File: src/rtl/fifo_rd_streamer.sv
// Read-side controller for a 1-cycle-latency byte FIFO: credit-limited pops into a
// circular skid buffer, presented as a valid/ready stream. Optional byte counter: FIFO_RD_BYTE_CNT_EN.
module fifo_rd_streamer #(
  parameter int DATA_W    = 8,
  parameter int BUF_DEPTH = 2
) (
  input  logic              clk,
  input  logic              rst,
  input  logic              en_i,
  input  logic              flush_i,
  input  logic              fifo_empty_i,
  output logic              fifo_rd_en_o,
  input  logic [DATA_W-1:0] fifo_data_i,
  output logic              m_valid_o,
  output logic [DATA_W-1:0] m_data_o,
  input  logic              m_ready_i,
  output logic              busy_o
`ifdef FIFO_RD_BYTE_CNT_EN
  ,
  output logic [15:0]       byte_cnt_o
`endif
);

  localparam int PW = $clog2(BUF_DEPTH);
  localparam int CW = PW + 1;

  typedef enum logic [1:0] {IDLE, RUN, DRAIN} state_t;

  // Stream handshake: a byte transfers on any clk edge where m_valid_o & m_ready_i;
  // while m_valid_o=1 and m_ready_i=0, m_valid_o and m_data_o are held unchanged.

  state_t            state, state_nxt;
  logic [DATA_W-1:0] mem [BUF_DEPTH];
  logic [PW-1:0]     head, tail;
  logic [CW-1:0]     buf_cnt;
  logic              inflight, drop;
  logic              pop, push;
  logic [CW:0]       credit;

  function automatic logic [PW-1:0] ptr_inc(input logic [PW-1:0] p);
    return (p == PW'(BUF_DEPTH - 1)) ? '0 : p + PW'(1);
  endfunction

  assign m_valid_o = (buf_cnt != '0);
  assign m_data_o  = m_valid_o ? mem[head] : '0;
  assign pop       = m_valid_o & m_ready_i;
  // A byte returning during a flush cycle is discarded along with the buffer.
  assign push      = inflight & ~drop & ~flush_i;

  // Occupancy after this cycle's pop; a same-cycle pop frees a slot for 1 byte/clk.
  assign credit       = {1'b0, buf_cnt} + {{CW{1'b0}}, inflight} - {{CW{1'b0}}, pop};
  assign fifo_rd_en_o = ~rst & en_i & ~flush_i & ~fifo_empty_i &
                        (credit < (CW + 1)'(BUF_DEPTH));

  always_ff @(posedge clk or posedge rst) begin
    if (rst) begin
      buf_cnt  <= '0;
      head     <= '0;
      tail     <= '0;
      inflight <= 1'b0;
      drop     <= 1'b0;
    end else if (flush_i) begin
      buf_cnt  <= '0;
      head     <= '0;
      tail     <= '0;
      inflight <= 1'b0;
      drop     <= inflight;
    end else begin
      inflight <= fifo_rd_en_o;
      drop     <= 1'b0;
      if (push) tail <= ptr_inc(tail);
      if (pop)  head <= ptr_inc(head);
      if (push && !pop)      buf_cnt <= buf_cnt + CW'(1);
      else if (pop && !push) buf_cnt <= buf_cnt - CW'(1);
    end
  end

  always_ff @(posedge clk) begin
    if (push) mem[tail] <= fifo_data_i;
  end

  always_ff @(posedge clk or posedge rst) begin
    if (rst) state <= IDLE;
    else     state <= state_nxt;
  end

  always_comb begin
    state_nxt = state;
    if (flush_i) begin
      state_nxt = en_i ? RUN : IDLE;
    end else begin
      case (state)
        IDLE:    if (en_i) state_nxt = RUN;
        RUN:     if (!en_i) state_nxt = DRAIN;
        DRAIN: begin
          if (en_i)                                 state_nxt = RUN;
          else if (buf_cnt == '0 && !inflight)      state_nxt = IDLE;
        end
        default: state_nxt = IDLE;
      endcase
    end
  end

  assign busy_o = (state != IDLE);

`ifdef FIFO_RD_BYTE_CNT_EN
  always_ff @(posedge clk or posedge rst) begin
    if (rst)          byte_cnt_o <= '0;
    else if (flush_i) byte_cnt_o <= '0;
    else if (pop)     byte_cnt_o <= byte_cnt_o + 16'd1;
  end
`endif

endmodule

File: config.mk
export PLATFORM = sky130hd
export DESIGN_NAME = fifo_rd_streamer
export DESIGN_NICKNAME = d
export VERILOG_FILES = /design/src/rtl/fifo_rd_streamer.sv
export SDC_FILE = /design/constraint.sdc
export NUM_CORES = 1
export LEC_CHECK = 0
export CORE_UTILIZATION = 48
export DETAILED_ROUTE_END_ITERATION = 8
export PLACE_DENSITY = 0.77
export SYNTH_ARGS = -nofsm -noshare
export SYNTH_HDL_FRONTEND = slang
export SYNTH_SLANG_ARGS = --single-unit
File: constraint.sdc
create_clock -name clk -period 2.6 [get_ports clk]
set_input_delay 0.52 -clock clk [delete_from_list [all_inputs] [get_ports clk]]
set_output_delay 0.52 -clock clk [all_outputs]
set_load 0.02 [all_outputs]
Yosys cells after proc, flatten, opt, wreduce, memory -nomap -nowiden --
Memories as Yosys holds them, arrays and structs flattened. Cells that the tools add are included. W data, S select, Z words.
Storage, ports and cells: flip-flop bits (word level) 8, bits in writable memories 16, input port bits 14, output and inout port bits 11, logic and storage cells 65, memories 1
Operators by class: $add $sub $neg 6, magnitude comparators 1, equal/unequal tests 5, mux-type cells 21, bitwise operators 11, reduce and logical (&&, ||, !) cells 14
Memories:
- mem | depth 2, bits a word 8, read ports 1, clocked after memory_dff 0, wr ports 1, RTL line 33 | logic [DATA_W-1:0] mem [BUF_DEPTH];
Operator list (number):
- $mux W2 | 8
- $mux W1 | 11
- $mux W8 | 1
- $reduce_bool A2 Y1 | 4
- $and A1 B1 Y1 | 7
- $ne A3 B3 Y1 const B | 2
- $pmux W2 S3 | 1
- $logic_not A2 Y1 | 2
- $ne A4 B4 Y1 const B | 1
- $not A1 Y1 | 4
- $add A2 B1 Y3 | 1
- $logic_and A1 B1 Y1 | 3
- $logic_not A1 Y1 | 3
- $lt A3 B2 Y1 const B | 1
- $reduce_and A3 Y1 | 1
- $reduce_bool A3 Y1 | 1
- $sub A3 B1 Y3 | 1
- $add A1 B1 Y1 const B | 2
- $add A2 B1 Y2 const B | 1
- $eq A2 B1 Y1 const B | 1
- $eq A2 B2 Y1 const B | 1
- $sub A2 B1 Y2 const B | 1

Longest topological paths before layout --
Gate-level depths: netlist of run 1.
depth after elaboration 8, gate-level depth with buffers 6, mapped depth without buffers 5

Worst setup path before layout of run 1 --
No wires, ideal clock.
path type reg2out, from reg buf_cnt[1], to out fifo_rd_en_o, arrival time 1735 ps, required time 2080 ps, slack 345 ps, cell stages (with the launch flop) 7, path buffers 1, cell sequence dfrtp_1 buf_4 o21ai_0 nor2_1 fa_1 xor2_1 nor2_1
On the way: word-level cells in the longest chain between the ends 5, elaborated cells on any way between the ends 6, those cells by class add/sub (2); order compare (1); bitwise (2); reduce/logical (1)
Ends and longest elaborated chain:
- start, declared | RTL line 35 | logic [CW-1:0] buf_cnt;
- start signal, assigned | RTL line 73 | if (push && !pop) buf_cnt <= buf_cnt + CW'(1);
- start signal, assigned | RTL line 74 | else if (pop && !push) buf_cnt <= buf_cnt - CW'(1);
- parallel branches: the longest is 2 deep, another holds $add A2 B1 Y3
- $sub A3 B1 Y3 (*) | RTL line 51 | assign credit = {1'b0, buf_cnt} + {{CW{1'b0}}, inflight} - {{CW{1'b0}}, pop};
- $lt A3 B2 Y1 (*) | RTL line 53 | (credit < (CW + 1)'(BUF_DEPTH));
- $and A1 B1 Y1 (*) | RTL line 52 | assign fifo_rd_en_o = ~rst & en_i & ~flush_i & ~fifo_empty_i &
- end, declared | RTL line 12 | output logic fifo_rd_en_o,
Mark *: on every way between the ends.

Worst setup path after layout of run 1 --
from in m_ready_i, to out fifo_rd_en_o
On the way: word-level cells in the longest chain between the ends 4
Ends and longest elaborated chain:
- start, declared | RTL line 16 | input logic m_ready_i,
- $and A1 B1 Y1 | RTL line 46 | assign pop = m_valid_o & m_ready_i;
- $sub A3 B1 Y3 | RTL line 51
- $lt A3 B2 Y1 | RTL line 53
- $and A1 B1 Y1 | RTL line 52
Every way passes these cells.

==> qor.txt, run 1 <==
==================================================================================
Result of the run                                                     finished, final reports clean
Final estimated routing congestion in global placement                       0.745
Post-Syn Instances                                                              84
Worst setup SP type                                                     input port
Leftover overflow at the end of global routing                                   0
Leading cell type in the layout, fill and taps excluded               sky130_fd_sc_hd__clkdlybuf4s50_1
Logic gate share of total power                                               9.7%
Final Hold Viols                                                                 0
Final critical delay including setup and external delays                   2.39 ns
Switching pwr                                                           0.000126 W
Count of flip-flops with a built-in enable after synthesis                      16
Maximum number of pins on one net before global-route repair                    14
Number of sinks driven by the clock tree                                        24
CTS tree                                                                       yes
Worst r2r src                                                                 drop
Filler Cell Count                                                              153
Avg Vias per Cell                                                             4.88
Register Area                                                              681 µm²
Setup repair after global routing missed its margin                          false
Power density over cell area                                            445 nW/µm²
First-pass DRT Iterations                                                        4
Met3 wirelength from detailed routing                                        42 µm
Pre-CTS worst setup slack                                                -0.496 ns
Leakage power summed over all cells                                       0.551 nW
Biggest area consumer among synthesized cells                         sky130_fd_sc_hd__edfxtp_1
Number of global-route vias before repair                                      741
Top layer in use                                                              met4
Count of final max-slew check failures                                           0
Root buffer cell                                                      sky130_fd_sc_hd__clkbuf_4
Overall die width                                                          49.2 µm
First DRT Iteration DRCs                                                        11
Clock skew after layout                                                 0.00659 ns
Sequential cell fraction of total power                                      66.2%
Most used DFF post-synth                                              sky130_fd_sc_hd__edfxtp_1
Final net count                                                                134
Cell internal power dissipation                                         0.000504 W
CTS clock-pin slew for the worst setup and hold paths                      0.12 ns
Yosys warnings                                                                   0
Worst rel slew slack                                                         67.7%
Fmax achieved                                                              418 MHz
First-pass GRT wire length                                                 3260 µm
Share of synthesized area occupied by flip-flops and latches                 63.8%
Average cell area after synthesis                                         12.7 µm²
Number of diodes                                                                 0
DRC errors left                                                                  0
IO Count                                                                        25
Core Box Area                                                             2020 µm²
Half-perimeter wire length after detailed placement                        1380 µm
Global Route Usage Sum                                                       18.1%
Fraction of the cycle the final worst path needs                             92.0%
Buffer levels on the longest clock path                                          2
Actual transition at the worst max-transition pin                         0.484 ns
Count of buffers added by post-CTS timing repair for setup                       0
H-Tree Level Count                                                               1
Die area                                                                  2420 µm²
Wire length on met2                                                         909 µm
Clock latency on the worst-skew pair                                       0.30 ns
Non-filler instance count after layout                                         145
Post-route setup TNS                                                          0 ns
R2r worst-path depth                                                             4
# port buffers                                                                  24
MaxCap Viol Count                                                                0
Routed length on met1                                                       825 µm
Mapped Nets                                                                     99
Antenna violations before repair                                                 0
Largest vdd supply drop                                                     351 µV
Average wire length per cell after detail routing                          12.4 µm
Largest fanout on the critical path                                              3
Commonest cells after routing, fill and taps aside                    22 x sky130_fd_sc_hd__clkdlybuf4s50_1, 16 x sky130_fd_sc_hd__nor2_1, 16 x sky130_fd_sc_hd__edfxtp_1, 11 x sky130_fd_sc_hd__buf_4
Share of final-layout standard cells stronger than drive strength 1          16.1%
Site Rows                                                                       16
Asr flop ratio synth                                                         33.3%
Via total after detailed routing                                               707
CTS Buf Count                                                                    3
Setup WS post-layout                                                      0.208 ns
Height of the die                                                          49.2 µm
Launching element of the worst setup path                                m_ready_i
Signed area change from the synthesized netlist to the final layout          32.8%
Synth cell types                                                                30
Worst hold slack across all endpoints                                     0.487 ns
Starting Density                                                             52.8%
Final routed wirelength across all metal layers                            1800 µm
Cells after DPL                                                                141
Biggest area contributors in the synthesized netlist                  sky130_fd_sc_hd__edfxtp_1 45%, sky130_fd_sc_hd__dfrtp_1 19%, sky130_fd_sc_hd__mux2i_1 7.5%
Endpoint arrival time on the critical path                                 1.87 ns
Combined area of all synthesized cells                                    1070 µm²
Proportion of total power due to net switching                               20.0%
Footprint of the multi-input gates                                         347 µm²
Type of the most critical hold path                                    in -> async
CP Data Required Time                                                      2.08 ns
Yosys reg bits                                                                  24
Worst setup path class                                                   in -> out
Area share of the leading cell type in the synthesized netlist               45.0%
Register-to-register path setup slack                                      1.11 ns
Worst flop-to-flop path endpoint                                         mem[0][6]
Antenna Violating Nets Remaining                                                 0
Critical path endpoint category                                       primary output
Share of total power in the clock network                                    24.1%
Final-report setup violation count                                               0
==================================================================================
-- critical path, stage by stage --
cell                            delay [ns]
sky130_fd_sc_hd__dlygate4sd2_1        0.26
sky130_fd_sc_hd__xor2_1               0.15
sky130_fd_sc_hd__nand2_1              0.08
sky130_fd_sc_hd__fa_1                 0.49
sky130_fd_sc_hd__nand3_1              0.11
sky130_fd_sc_hd__nor2_1               0.10
sky130_fd_sc_hd__buf_4                0.14
-- cells in the mapped netlist (all sizes together) (2+ instances only) --
cell type   n
buf         2
clkbuf      2
dfrtp       8
edfxtp     16
inv         5
mux2i       8
nand2       2
nor2       16
nor3        3
o21ai       3
xor2        3
-- flip-flops by register name, indices dropped and copies added (netlist names) --
signal / count
drop: 1
state: 2
buf_cnt: 2
inflight: 1
head: 1
tail: 1
mem: 16
-- through the flow --
step	total power (W)	cell area, µm²	util, %
floorplan	0.000449	1070	-
global placement	0.000485	1400	69.0
detailed placement	0.000487	1400	69.0
CTS	0.000636	1420	70.1
global route	0.000656	1420	70.1
finish	0.000630	1420	70.1
-- metal layers --
layer	vias up	track usage, %
met4	0	7.35
met2	11	32.0
met1	337	21.7
li1	357	-
met5	-	0
met3	2	3.12
-- worst max path at each step --
stage	end
floorplan	fifo_rd_en_o
global placement	fifo_rd_en_o
detailed placement	fifo_rd_en_o
CTS	fifo_rd_en_o
global route	fifo_rd_en_o
finish	fifo_rd_en_o
-- power groups by stage --
stage          clock network, W  logic (W)  registers, W
2_1_floorplan                 0  0.0000259      0.000424
3_3_place_gp                  0  0.0000601      0.000425
3_5_place_dp                  0  0.0000619      0.000425
4_1_cts                0.000158  0.0000614      0.000417
5_1_grt                0.000171  0.0000671      0.000418
6_report               0.000152  0.0000611      0.000417
-- repair_timing --
item,in CTS,in global routing
hold buffers,0,0
resized for setup,6,1
pin swaps,0,0
endpoints found under the setup margin,1,1
-- logic make-up (layout without fill, tap and decap cells) --
family                     after synthesis  after routing  synth area share, %
DFF                                     24             24                 63.8
adders and majority gates                1              1                 1.88
and+or+nand+nor                         30             30                 14.1
xor gates and xnor gates                 4              4                 3.28
buffers and inverters                    9             43                 3.75
AOI/OAI and AO/OA                        7              7                 4.69
muxes                                    9              9                 8.56
-- final cells by class --
cell class | count | share of cell area, %
inverters | 5 | 1.32
multi-input cells | 51 | 24.4
well taps | 27 | 2.38
clock buffers | 3 | 1.59
repair buffers | 34 | 22.0
flip-flops and latches | 24 | 48.0
clock inverters | 1 | 0.265
No activity file was read; power rests on OpenSTA's default activity.
==> run 2, diff against run 1 <==
--- a/config.mk
+++ b/config.mk
@@ -5,9 +5,9 @@
 export SDC_FILE = /design/constraint.sdc
 export NUM_CORES = 1
 export LEC_CHECK = 0
-export CORE_UTILIZATION = 48
+export CORE_ASPECT_RATIO = 2
+export CORE_UTILIZATION = 29
 export DETAILED_ROUTE_END_ITERATION = 8
-export PLACE_DENSITY = 0.77
 export SYNTH_ARGS = -nofsm -noshare
 export SYNTH_HDL_FRONTEND = slang
 export SYNTH_SLANG_ARGS = --single-unit
==> qor.txt, run 2 (synthesis results as in run 1) <==
==================================================================================
Site Rows                                                                       30   was 16
Largest fanout on the critical path                                              3   unchanged
Fraction of the cycle the final worst path needs                             93.4%   was 92.0%
MaxCap Viol Count                                                                0   unchanged
Commonest cells after routing, fill and taps aside                    22 x sky130_fd_sc_hd__clkdlybuf4s50_1, 16 x sky130_fd_sc_hd__nor2_1, 16 x sky130_fd_sc_hd__edfxtp_1, 10 x sky130_fd_sc_hd__buf_4   was 22 x sky130_fd_sc_hd__clkdlybuf4s50_1, 16 x sky130_fd_sc_hd__nor2_1, 16 x sky130_fd_sc_hd__edfxtp_1, 11 x sky130_fd_sc_hd__buf_4
CP Data Required Time                                                      2.08 ns   about the same
Signed area change from the synthesized netlist to the final layout          36.3%   was 32.8%
Final estimated routing congestion in global placement                       0.756   was 0.745
Post-layout util                                                             42.1%   was 70.1%
Leftover overflow at the end of global routing                                   0   unchanged
DRC errors left                                                                  0   unchanged
Number of diodes                                                                 0   unchanged
CTS clock-pin slew for the worst setup and hold paths                      0.08 ns   was 0.12 ns
Number of global-route vias before repair                                      769   was 741
Register with the highest flop count                                           mem   unchanged
Final Hold Viols                                                                 0   unchanged
Area of all placed cells without fillers                                  1460 µm²   was 1420 µm²
Average wire length per cell after detail routing                          11.9 µm   was 12.4 µm
H-Tree Level Count                                                               1   unchanged
Final-report setup violation count                                               0   unchanged
Worst r2r src                                                             inflight   was drop
Core Box Area                                                             3450 µm²   was 2020 µm²
Fmax achieved                                                              412 MHz   was 418 MHz
First-pass DRT Iterations                                                        2   was 4
Clock skew after layout                                                 0.00597 ns   was 0.00659 ns
CTS Buf Count                                                                    3   unchanged
Worst hold slack across all endpoints                                     0.536 ns   was 0.487 ns
Height of the die                                                          87.8 µm   was 49.2 µm
Critical path endpoint category                                       primary output   unchanged
Number of instances resized during post-cts repair                               6   unchanged
Result of the run                                                     finished, final reports clean   unchanged
Antenna violations before repair                                                 0   unchanged
Filler Cell Count                                                              349   was 153
First DRT Iteration DRCs                                                        10   was 11
Overall die width                                                          44.9 µm   was 49.2 µm
Setup repair after global routing missed its margin                          false   unchanged
Post-CTS Hold Fix Bufs                                                           0   unchanged
Final critical delay including setup and external delays                   2.43 ns   was 2.39 ns
Area after detailed placement                                             1410 µm²   was 1400 µm²
Worst setup SP type                                                     input port   unchanged
Half-perimeter wire length after detailed placement                        1650 µm   was 1380 µm
Share of final-layout standard cells stronger than drive strength 1          15.4%   was 16.1%
Worst rel slew slack                                                         68.2%   was 67.7%
Endpoint arrival time on the critical path                                 1.91 ns   was 1.87 ns
Final net count                                                                133   was 134
Largest vdd supply drop                                                     325 µV   was 351 µV
Global Route Usage Sum                                                       11.8%   was 18.1%
Clock latency on the worst-skew pair                                       0.26 ns   was 0.30 ns
Power density over cell area                                            476 nW/µm²   was 445 nW/µm²
Buffer levels on the longest clock path                                          2   unchanged
Starting Density                                                             30.9%   was 52.8%
Antenna Violating Nets Remaining                                                 0   unchanged
Number of flip-flops under the largest register name                            16   unchanged
Leading cell type in the layout, fill and taps excluded               sky130_fd_sc_hd__clkdlybuf4s50_1   unchanged
Via total after detailed routing                                               726   was 707
Type of the most critical hold path                                    in -> async   unchanged
Count of final max-slew check failures                                           0   unchanged
# port buffers                                                                  24   unchanged
R2r worst-path depth                                                             4   unchanged
Number of sinks driven by the clock tree                                        24   unchanged
Biggest registers after layout                                        mem (16), buf_cnt (2), state (2)   unchanged
Actual transition at the worst max-transition pin                         0.478 ns   was 0.484 ns
Maximum number of pins on one net before global-route repair                    14   unchanged
Count of buffers added by post-CTS timing repair for setup                       0   unchanged
First-pass GRT wire length                                                 3290 µm   was 3260 µm
Final routed wirelength across all metal layers                            1970 µm   was 1800 µm
Root buffer cell                                                      sky130_fd_sc_hd__clkbuf_8   was sky130_fd_sc_hd__clkbuf_4
Leakage power summed over all cells                                       0.552 nW   was 0.551 nW
IO Count                                                                        25   unchanged
Worst setup path class                                                   in -> out   unchanged
Die area                                                                  3940 µm²   was 2420 µm²
CTS tree                                                                       yes   unchanged
Launching element of the worst setup path                                m_ready_i   unchanged
Avg Vias per Cell                                                             4.40   was 4.88
==================================================================================
run 2: cell count changes in the layout (fill, tap and decap cells not counted), sizes merged:
cell	change
clkbuf	+1
clkinv	-1
buf	-1
run 2: path summary, 6_finish.rpt:
check	end	slack, ns
max	fifo_rd_en_o	0.17
min	buf_cnt[1]	0.54
max reg2reg	mem[0][0]	0.93
min reg2reg	state[0]	0.58
max in group asynchronous	head	1.81
min in group clk	state[0]	0.58
run 2: layer usage:
layer	vias up	share of wire, %	track usage [%]
met4	0	1.7	6.61
met1	347	34	10.3
li1	356	-	-
met3	4	3.9	2.06
met2	19	60	23.3
met5	-	0	0
run 2: report_power, final:
part,switching (W),internal (W),total (W)
clock network,0.000106,0.000109,0.000215
registers,0.00000424,0.000413,0.000417
logic,0.0000261,0.0000350,0.0000612
total,0.000136,0.000557,0.000693
run 2: area by class of cell:
type,count,area [µm²],share of cell area [%]
Inverter,5,18.8,1.29
Clock buffer,4,45.0,3.10
Timing Repair Buffer,33,304,20.9
Tap cell,48,60.1,4.13
Sequential cell,24,681,46.8
Multi-Input combinational cell,51,347,23.8
run 2: critical path: stages:
cell,delay [ns]
sky130_fd_sc_hd__dlygate4sd2_1,0.25
sky130_fd_sc_hd__xor2_1,0.17
sky130_fd_sc_hd__nand2_1,0.09
sky130_fd_sc_hd__fa_1,0.48
sky130_fd_sc_hd__nand3_1,0.10
sky130_fd_sc_hd__nor2_1,0.14
sky130_fd_sc_hd__buf_4,0.16
run 2: stage by stage:
step           worst slack (ns)  cells  setup TNS [ns]  total power (W)
6_report                  0.170    165               0         0.000693
5_1_grt                   0.101    165               0         0.000723
4_1_cts                   0.174    165               0         0.000701
3_5_place_dp             -0.535    161          -0.535         0.000488
3_3_place_gp             -0.425    161          -0.425         0.000486
2_1_floorplan             0.345     84               0         0.000449
==> variant: new RTL, flow settings as in run 2 <==
The 3 states of `state_t` get a one-hot encoding in 3 bits.
--- a/src/rtl/fifo_rd_streamer.sv
+++ b/src/rtl/fifo_rd_streamer.sv
@@ -24,7 +24,7 @@
   localparam int PW = $clog2(BUF_DEPTH);
   localparam int CW = PW + 1;
 
-  typedef enum logic [1:0] {IDLE, RUN, DRAIN} state_t;
+  typedef enum logic [2:0] {IDLE = 3'b001, RUN = 3'b010, DRAIN = 3'b100} state_t;
 
   // Stream handshake: a byte transfers on any clk edge where m_valid_o & m_ready_i;
   // while m_valid_o=1 and m_ready_i=0, m_valid_o and m_data_o are held unchanged.
Function: same outputs for any inputs over 10 cycles, from zero or initial values and one cycle with rst high; not proved beyond that.
==> variant against run 2 <==
  * Largest power group unchanged
  * Power increased by 6.7%
  * Area after synthesis increased by 8.9%
  * Sequential cell count increased by 1
  * Wire length increased by 3.9%
  * Cell area increased by 6.9%
  * Worst setup slack improved by 0.029 ns
  * Combinational power increased by 37%
==> variant: results (changes against run 2) <==
| Metric | Value |
|---|---|
| Status | `finished, final reports clean` |
| # fillers | `401 (+15%)` |
| CTS H-Tree Depth | `1 (unchanged)` |
| Area growth from synthesis to layout | `33.8%` |
| Ys Warns | `0 (unchanged)` |
| Synth cell count leaders | `19 x nor2_1, 16 x edfxtp_1, 8 x dfrtp_1, 8 x mux2i_1, 5 x inv_1` |
| Max-slew headroom | `68.3% (+0.17 points)` |
| FF-to-FF path depth | `5 (+1)` |
| Cell variety after synth | `34 (+13%)` |
| Fmax achieved | `0.417 GHz (+1.2%)` |
| P_sw | `150 uW (+9.9%)` |
| Placed cell area | `1510 sq um (+7.1%)` |
| Largest registers | `mem: 16 flops, state: 3 flops, buf_cnt: 2 flops` |
| Pleak | `0.585 nW (+6.0%)` |
| Syn nets | `110 (+11%)` |
| Async SR Flop Fraction | `36.0% (+2.7 points)` |
| Data arrival time of the worst path | `1.88 ns (-0.03 ns)` |
| Sequential share of the synthesized area | `60.8% (-3.0 points)` |
| FF-to-FF setup slack | `1.06 ns (+0.13 ns)` |
| Mux cell area share after synthesis | `6.89% (-1.7 points)` |
| DRT Wirelength | `2050 microns (+3.9%)` |
| Max FO, Critical Path | `3 (unchanged)` |
| Pre-CTS setup slack | `-0.469 ns (+0.0656 ns)` |
| Xor/xnor cell area share of the yosys netlist | `3.77% (+0.48 points)` |
| Root Buffer Master | `clkbuf_8` |
| Worst-path clk slew | `0.08 ns (about the same)` |
| Vias in the first global route | `832 (+8.2%)` |
| First-pass GRT wire length | `3330 microns (+1.0%)` |
| Final hold slack | `0.564 ns (+0.0277 ns)` |
| Ant diodes | `0 (unchanged)` |
| Mapped Cells | `95 (+13%)` |
| EDFF count, synth | `16 (unchanged)` |
| Post-synthesis compound-gate area fraction | `5.81% (+1.1 points)` |
| Top post-synthesis cells by area | `edfxtp_1 41%, dfrtp_1 17%, mux2i_1 6.9%` |
| Port Buffers | `24 (unchanged)` |
| Final GP Congestion | `0.728 (-3.8%)` |
| Initial antenna violation count | `0 (unchanged)` |
| Setup Skew | `0.00417 ns (-0.00180 ns)` |
| Synth Area in Adders | `1.72% (-0.15 points)` |
| Min-delay worst type | `in2async` |
| Total setup buffers inserted after CTS | `0 (unchanged)` |
| CTS Buf Count | `3 (unchanged)` |
| Critical Path Start | `m_ready_i` |
| DRT iter0 DRCs | `7 (-3)` |
| GRT Overall Usage | `10.8% (-1.0 points)` |
| HPWL Detailed | `1690 microns (+2.6%)` |
| RR Startpoint | `buf_cnt[0]$_DFFE_PP0P_` |
| Layout cells sized above 1 | `14.0% (-1.4 points)` |
| Largest net degree at the start of global routing | `14 (unchanged)` |
| Deepest clock path buffer count | `2 (unchanged)` |
| Max rail drop VDD | `0.262 mV (-19%)` |
| Nets | `145 (+9.0%)` |
| Post-CTS sizing | `6 (unchanged)` |
| Pre-antenna DRT Iters | `2 (unchanged)` |
| Vias | `806 (+11%)` |
| Fin cells | `180 (+9.1%)` |
| Reg2reg end | `inflight$_DFF_PP0_` |
-- variant: worst max-delay path, cell delays in order --
cell           delay, ns
dlygate4sd2_1       0.26
o21ai_0             0.13
nor2_1              0.10
fa_1                0.52
nand3_1             0.09
nor2_1              0.11
buf_4               0.15
-- variant: power by group through the flow --
stage          Combinational [mW]  Clock, mW  Sequential [mW]
5_1_grt                    0.0927      0.243            0.445
3_5_place_dp               0.0861          0            0.452
3_3_place_gp               0.0832          0            0.451
6_report                   0.0839      0.212            0.444
4_1_cts                    0.0855      0.225            0.444
2_1_floorplan              0.0421          0            0.449
-- variant: final cells by class --
class,instances,area share (%)
Sequential cell,25,45.5
Clock buffer,4,2.90
Inverter,5,1.21
Tap cell,51,4.10
Multi-Input combinational cell,62,26.8
Timing Repair Buffer,33,19.5
-- variant: per-layer routing --
metal / global-route usage (%) / vias up / share of wire, %
met3: 1.79 / 2 / 3.4
met1: 9.66 / 381 / 36
met5: 0 / - / 0
met2: 20.6 / 20 / 59
met4: 5.24 / 0 / 1.4
li1: - / 403 / -
